==> src/rtl/modred_final_pkg.sv <==
`default_nettype none
// +----------------------------------------------------------------------+
// | modred_final_pkg : shared widths and types for the reduction output  |
// | stage of the word-level modular reduction chain.                     |
// | Rev 1.0                                                              |
// +----------------------------------------------------------------------+
package modred_final_pkg;

    localparam int c_data_size_arb = 32;
    localparam int c_modred_lat    = 4;

    localparam int c_err_range = 0;
    localparam int c_err_proto = 1;

    typedef struct packed {
        logic                       vld;
        logic [c_data_size_arb-1:0] data;
    } corr_t;

endpackage : modred_final_pkg
`default_nettype wire

==> src/rtl/modred_fifo.sv <==
`default_nettype none
// +----------------------------------------------------------------------+
// | modred_fifo : DEPTH-entry synchronous FIFO with a registered         |
// | first-word-fall-through head; full/empty decided by level only.      |
// | Rev 1.0                                                              |
// +----------------------------------------------------------------------+
module modred_fifo #(
    parameter int WIDTH = 32,
    parameter int DEPTH = 4
) (
    input  logic                       clk_i,
    input  logic                       reset_i,
    input  logic                       push_i,
    input  logic [WIDTH-1:0]           push_data_i,
    input  logic                       pop_i,
    output logic [WIDTH-1:0]           data_o,
    output logic                       valid_o,
    output logic [$clog2(DEPTH+1)-1:0] level_o
);
    localparam int c_pw = (DEPTH > 1) ? $clog2(DEPTH) : 1;
    localparam int c_lw = $clog2(DEPTH + 1);

    logic [WIDTH-1:0] mem_q [DEPTH];
    logic [c_pw-1:0]  wr_ptr_q, wr_ptr_d;
    logic [c_pw-1:0]  rd_ptr_q, rd_ptr_d;
    logic [c_lw-1:0]  level_q, level_d;
    logic [c_lw-1:0]  w_level_after_pop;
    logic [WIDTH-1:0] data_q, data_d;
    logic             valid_q, valid_d;
    logic             w_do_push, w_do_pop;

    function automatic logic [c_pw-1:0] ptr_inc(input logic [c_pw-1:0] p);
        return (p == c_pw'(DEPTH - 1)) ? '0 : p + c_pw'(1);
    endfunction

    always_comb begin
        w_do_pop          = valid_q && pop_i;
        // A push arriving at a full FIFO is discarded; live entries are never overwritten.
        w_do_push         = push_i && (level_q != c_lw'(DEPTH));
        w_level_after_pop = level_q - c_lw'(w_do_pop);
        level_d           = w_level_after_pop + c_lw'(w_do_push);
        rd_ptr_d          = w_do_pop  ? ptr_inc(rd_ptr_q) : rd_ptr_q;
        wr_ptr_d          = w_do_push ? ptr_inc(wr_ptr_q) : wr_ptr_q;
        valid_d           = (level_d != '0);
        data_d            = data_q;
        if (w_do_push && (w_level_after_pop == '0)) begin
            data_d = push_data_i;
        end else if (level_d != '0) begin
            data_d = mem_q[rd_ptr_d];
        end
    end

    always_ff @(posedge clk_i) begin
        if (w_do_push) begin
            mem_q[wr_ptr_q] <= push_data_i;
        end
    end

    always_ff @(posedge clk_i) begin
        if (reset_i) begin
            wr_ptr_q <= '0;
            rd_ptr_q <= '0;
            level_q  <= '0;
            data_q   <= '0;
            valid_q  <= 1'b0;
        end else begin
            wr_ptr_q <= wr_ptr_d;
            rd_ptr_q <= rd_ptr_d;
            level_q  <= level_d;
            data_q   <= data_d;
            valid_q  <= valid_d;
        end
    end

    assign data_o  = data_q;
    assign valid_o = valid_q;
    assign level_o = level_q;

endmodule : modred_fifo
`default_nettype wire

==> src/rtl/modred_final.sv <==
`default_nettype none
// +----------------------------------------------------------------------+
// | modred_final : output stage of the modular reduction chain; valid    |
// | alignment, final conditional subtract of q, credit-gated FIFO.       |
// | Rev 1.0                                                              |
// +----------------------------------------------------------------------+
module modred_final
    import modred_final_pkg::*;
#(
    parameter int CURR_DATA = 34,
    parameter int PIPE_LAT  = c_modred_lat,
    parameter int DEPTH     = 4
) (
    input  logic                       clk_i,
    input  logic                       reset_i,
    input  logic [c_data_size_arb-1:0] q_i,
    input  logic                       in_valid_i,
    output logic                       in_ready_o,
    input  logic [CURR_DATA-1:0]       c_i,
    output logic [c_data_size_arb-1:0] out_data_o,
    output logic                       out_valid_o,
    input  logic                       out_ready_i,
    output logic [$clog2(DEPTH+1)-1:0] level_o,
    output logic [1:0]                 err_o
);
    localparam int c_dw = c_data_size_arb;
    localparam int c_cw = $clog2(DEPTH + PIPE_LAT + 2) + 1;
    localparam int c_qpad = CURR_DATA + 1 - c_dw;

    logic [PIPE_LAT-1:0]  vld_sr_q, vld_sr_d;
    corr_t                corr_q, corr_d;
    logic [1:0]           err_q, err_d;
    logic                 w_tap;
    logic [CURR_DATA:0]   w_diff;
    logic [CURR_DATA+1:0] w_c_ext, w_two_q;
    logic [c_cw-1:0]      w_inflight, w_credit_used;
    logic                 w_unused_diff;

    generate
        if (PIPE_LAT > 1) begin : g_sr_multi
            assign vld_sr_d = {vld_sr_q[PIPE_LAT-2:0], in_valid_i};
        end else begin : g_sr_single
            assign vld_sr_d = in_valid_i;
        end
    endgenerate

    assign w_tap = vld_sr_q[PIPE_LAT-1];

    always_comb begin
        w_diff      = {1'b0, c_i} - {{c_qpad{1'b0}}, q_i};
        w_c_ext     = {2'b00, c_i};
        w_two_q     = {{c_qpad{1'b0}}, q_i, 1'b0};
        corr_d.vld  = w_tap;
        corr_d.data = corr_q.data;
        // A negative difference (sign bit set) means C was already below q.
        if (w_tap) begin
            corr_d.data = w_diff[CURR_DATA] ? c_i[c_dw-1:0] : w_diff[c_dw-1:0];
        end
        err_d = err_q;
        if (w_tap && (w_c_ext >= w_two_q)) begin
            err_d[c_err_range] = 1'b1;
        end
        if (in_valid_i && !in_ready_o) begin
            err_d[c_err_proto] = 1'b1;
        end
    end

    assign w_unused_diff = ^w_diff;

    // Every accepted sample holds a credit until it is popped from the FIFO.
    always_comb begin
        w_inflight = c_cw'(corr_q.vld);
        for (int i = 0; i < PIPE_LAT; i++) begin
            w_inflight = w_inflight + c_cw'(vld_sr_q[i]);
        end
        w_credit_used = c_cw'(level_o) + w_inflight;
        in_ready_o    = (w_credit_used < c_cw'(DEPTH));
    end

    always_ff @(posedge clk_i) begin
        if (reset_i) begin
            vld_sr_q <= '0;
            corr_q   <= '0;
            err_q    <= '0;
        end else begin
            vld_sr_q <= vld_sr_d;
            corr_q   <= corr_d;
            err_q    <= err_d;
        end
    end

    assign err_o = err_q;

    modred_fifo #(
        .WIDTH (c_dw),
        .DEPTH (DEPTH)
    ) u_fifo (
        .clk_i       (clk_i),
        .reset_i     (reset_i),
        .push_i      (corr_q.vld),
        .push_data_i (corr_q.data),
        .pop_i       (out_ready_i),
        .data_o      (out_data_o),
        .valid_o     (out_valid_o),
        .level_o     (level_o)
    );

endmodule : modred_final
`default_nettype wire

==> config.mk <==
export PLATFORM = sky130hd
export DESIGN_NAME = modred_final
export DESIGN_NICKNAME = d
export VERILOG_FILES = /design/src/rtl/modred_final_pkg.sv /design/src/rtl/modred_fifo.sv /design/src/rtl/modred_final.sv
export SDC_FILE = /design/constraint.sdc
export NUM_CORES = 1
export LEC_CHECK = 0
export ABC_AREA = 1
export CORE_MARGIN = 2
export CORE_UTILIZATION = 55
export CTS_BUF_LIST = sky130_fd_sc_hd__clkbuf_8
export DETAILED_ROUTE_END_ITERATION = 6
export PLACE_DENSITY = 0.87
export SLEW_MARGIN = 10
export SYNTH_ARGS = -nofsm -noshare
export SYNTH_HDL_FRONTEND = slang
export SYNTH_HIERARCHICAL = 1
export SYNTH_SLANG_ARGS = --single-unit
==> constraint.sdc <==
create_clock -name clk_i -period 3.2 [get_ports clk_i]
set_clock_uncertainty 0.1 [all_clocks]
set_input_delay 0.8 -clock clk_i [delete_from_list [all_inputs] [get_ports clk_i]]
set_output_delay 0.8 -clock clk_i [all_outputs]
set_load 0.05 [all_outputs]
==> flow_summary.rst <==
.. list-table::
   :header-rows: 1

   * - Metric
     - Value
   * - Final setup violation count
     - 1
   * - Antenna violations before repair
     - 0
   * - Number of warning messages in the yosys log
     - 6
   * - Count of filler cells inserted in the layout
     - around 1800
   * - Sequential cell area fraction in the yosys report
     - 43.1%
   * - Cell with the largest stage delay on the worst path
     - sky130_fd_sc_hd__fa_1
   * - Number of nets in the final layout
     - 1989
   * - Placer congestion estimate
     - 0.976
   * - Top cells by area in the synthesized netlist
     - sky130_fd_sc_hd__edfxtp_1 31%, sky130_fd_sc_hd__nand2_1 13%, sky130_fd_sc_hd__dfxtp_1 13%
   * - Number of cell rows
     - 55
   * - Routed via count
     - 11822
   * - Total routing resource utilization after global routing
     - about 29%
   * - Number of buffers and inverters on the critical path
     - 1
   * - Routed wire length
     - 34700 um
   * - Post-place instance area
     - 14500 um2
   * - Post-synthesis async set-or-reset flop share
     - 0%
   * - Length in cells of the worst reg-to-reg path
     - 12
   * - Pwr dens
     - 600 nW/um2
   * - Critical path endpoint category
     - output port
   * - Initial Util
     - ~56%
   * - Worst hold path class
     - register to register
   * - Fmax
     - 0.288 GHz
   * - LEAKAGE
     - 7.01 nW
   * - Proportion of power drawn by the clock network
     - 25.3%
   * - Actual slew at the worst max-slew pin
     - 1.01 ns
   * - Count of cell types in the netlist
     - 40
   * - Design internal power
     - 5.68 mW
   * - Final max-slew violation count
     - 0
   * - Max H-tree Level
     - 1
   * - Type of the worst setup path
     - register to output port
   * - Clk pin slew, worst setup/hold paths
     - 0.07 ns
   * - Vias per cell
     - 5.51
   * - TritonCTS clock tree
     - done
   * - Psw
     - 3.47 mW
   * - Post-DRT Antenna Nets
     - 0
   * - Horizontal die dimension
     - 155 um
   * - Maximum number of pins on one net before global-route repair
     - 65
   * - Dpl ws
     - -0.0653 ns
   * - Final std cell area, no fill
     - 15200 um2
   * - Residual DRC count
     - 0
   * - Largest area contributor in the synthesized netlist
     - sky130_fd_sc_hd__edfxtp_1
   * - Time the worst path needs with I/O delays and setup
     - 3.47 ns
   * - Cell Count Post-Placement
     - about 2100
   * - Part of the cycle the worst path needs
     - 108%
   * - Required time at the endpoint of the critical path
     - about 2.3 ns
   * - TritonCTS Sinks
     - 207
   * - Starting DRT DRC Count
     - 1197
   * - Crit path launch type
     - register
   * - Final cell count without fillers
     - about 2100
   * - Synth Register Bits
     - slightly above 200
   * - Part of the total power dissipated in combinational logic
     - 40.3%
   * - Number of I/O port buffers
     - between 100 and 150
   * - Maximum root-to-sink buffer count
     - 3
   * - Area share of the largest cell type after synthesis
     - 30.5%
   * - Most used standard cells in the synthesized netlist
     - 449 x sky130_fd_sc_hd__nand2_1, 261 x sky130_fd_sc_hd__nand3_1, 254 x sky130_fd_sc_hd__inv_1
   * - Cell area after synthesis
     - 12600 um2
   * - Average footprint of a synthesized cell
     - approximately 7.5 um2
   * - Switching share of total power
     - 37.9%
   * - Area of combinational cells with multiple inputs
     - 5850 um2
   * - Die footprint
     - 24100 um2
   * - Crit-path max FO
     - 2
   * - Hpwl dp
     - 24700 um
   * - PnR Total Power
     - 9.14 mW
   * - Levels on crit path
     - 6
   * - Fin Setup TNS
     - -0.268 ns
   * - Height of the die
     - 155 um
   * - Area taken by flip-flops and latches
     - ~5400 um2
   * - Result of the run
     - complete, but fails checks
   * - Max cap viols
     - 0
   * - Cell family contributing the most delay on the critical path
     - adder cells
   * - Most repeated cell in the gate-level netlist after synthesis
     - sky130_fd_sc_hd__nand2_1
   * - Ant diodes
     - 0
   * - Number of cells produced by synthesis
     - around 1700
   * - I/O pin total
     - 109
   * - Global-route wire length before repair
     - 55700 um
   * - Failing checks
     - negative setup slack
   * - Drt wl/cell
     - 16.1 um
   * - Fraction of final layout cells sized beyond drive strength 1
     - ~10%
   * - Floorplan Core Area
     - 22600 um2
   * - Clk Tree Root Cell
     - sky130_fd_sc_hd__clkbuf_8
   * - Peak supply drop
     - approximately 360 uV
   * - Clock network latency to the later pin of the worst-skew pair
     - ~0.55 ns
   * - Largest stage delay on the critical path
     - between 0.4 and 0.5 ns
   * - Setup repair after global routing missed its margin
     - yes
   * - Finished Core Util
     - between 60 and 70%
   * - Final critical-path setup slack
     - -0.268 ns
   * - Headroom to the max-slew limit
     - 32.8%
   * - Proportion of power drawn by flip-flops and latches
     - 34.4%
   * - Top_reg_cell synth
     - sky130_fd_sc_hd__edfxtp_1
   * - Number of nets in the synthesized netlist
     - 1817
   * - Grt total ovfl
     - 0
   * - Cts hold-fix bufs
     - 0
   * - Number of detailed-routing iterations run before antenna repair
     - 6
   * - Inserted Clock Buffers
     - 29
   * - Worst path cell trace
     - fa_1, fa_2, ha_2, or3_4, a31oi_4, buf_12
   * - Count of flip-flops with a built-in enable after synthesis
     - 128
   * - Final Hold Vio Count
     - 0
   * - Via count of the first global-routing pass
     - 11565
   * - Worst EP arrival
     - 2.57 ns
   * - Hold path cells
     - 2
   * - Final hold slack
     - 0.345 ns
   * - Area growth from synthesis to layout
     - 21.1%
power by group through the flow:
stage / clock network [mW] / logic [mW] / registers, mW
floorplan: 0 / 1.90 / 3.72
global placement: 0 / 3.47 / 3.20
detailed placement: 0 / 3.59 / 3.20
CTS: 2.33 / 3.65 / 3.15
global route: 2.43 / 4.00 / 3.16
finish: 2.32 / 3.68 / 3.15
area by class of cell:
cell class	instances	share of cell area, %
well taps	285	2.34
flip-flops and latches	207	35.6
clock inverters	17	1.17
repair buffers	205	12.6
multi-input cells	1128	38.4
inverters	269	6.63
clock buffers	36	3.25
logic make-up (layout without fill, tap and decap cells):
family	Yosys count	count (layout)	share of synthesized area [%]
AO/OA/AOI/OAI	114	114	4.79
XOR/XNOR	14	14	0.975
adder cells (fa/ha/maj)	79	79	8.04
buffers and inverters	333	527	10.7
flip-flops	207	207	43.1
AND/OR/NAND/NOR	921	921	32.4
routing by layer:
metal	routed length (um)	track usage [%]	vias to the layer above	part of all wire [%]
met1	13800	37.2	5380	40
li1	-	-	5735	-
met2	16900	50.0	614	49
met5	0	0	-	0
met4	1010	10.8	0	2.9
met3	2910	2.95	93	8.4
registers in the layout, summed over array words and instances (netlist names):
signal,flops
u_fifo/level_o,3
u_fifo/data_o,32
corr_q,33
u_fifo/wr_ptr_q,2
u_fifo/rd_ptr_q,2
u_fifo/valid_o,1
err_o,2
u_fifo/mem_q,128
vld_sr_q,4
final timing paths:
| kind | slack (ns) | endpoint | start |
|---|---|---|---|
| min | 0.35 | vld_sr_q[3] | vld_sr_q[2] |
| min reg2reg | 0.35 | vld_sr_q[3] | vld_sr_q[2] |
| max | -0.27 | in_ready_o | u_fifo/level_o[0] |
| max reg2reg | 0.70 | u_fifo/data_o[20] | u_fifo/level_o[0] |
what timing repair did:
action / 4_1_cts / 5_1_grt
setup endpoints to repair: 1 / 1
buffers inserted: 1 / 0
resized for setup: 4 / 0
pin swaps: 3 / 2
gates cloned: 0 / 0
tightest hold or removal path: stages, from the launching register on:
cell and delay (ns):
sky130_fd_sc_hd__dfxtp_2 0.33, sky130_fd_sc_hd__inv_1 0.05, sky130_fd_sc_hd__nor2_1 0.03
placed cells by master (no fill, tap or decap), types with 9 or more instances in the layout:
| cell | Yosys | routed |
|---|---|---|
| sky130_fd_sc_hd__nand2_1 | 449 | 447 |
| sky130_fd_sc_hd__inv_1 | 254 | 261 |
| sky130_fd_sc_hd__nand3_1 | 261 | 261 |
| sky130_fd_sc_hd__nor2_1 | 135 | 131 |
| sky130_fd_sc_hd__edfxtp_1 | 128 | 128 |
| sky130_fd_sc_hd__clkdlybuf4s50_1 | 0 | 107 |
| sky130_fd_sc_hd__a21oi_1 | 95 | 95 |
| sky130_fd_sc_hd__buf_4 | 9 | 89 |
| sky130_fd_sc_hd__dfxtp_1 | 79 | 77 |
| sky130_fd_sc_hd__ha_1 | 76 | 75 |
| sky130_fd_sc_hd__clkbuf_8 | 0 | 36 |
| sky130_fd_sc_hd__nand3b_1 | 27 | 27 |
| sky130_fd_sc_hd__nand4_1 | 15 | 15 |
| sky130_fd_sc_hd__inv_2 | 13 | 13 |
| sky130_fd_sc_hd__xnor2_1 | 13 | 13 |
| sky130_fd_sc_hd__o21ai_0 | 9 | 9 |
| sky130_fd_sc_hd__buf_12 | 0 | 9 |
(Power assumes the default switching activity.)
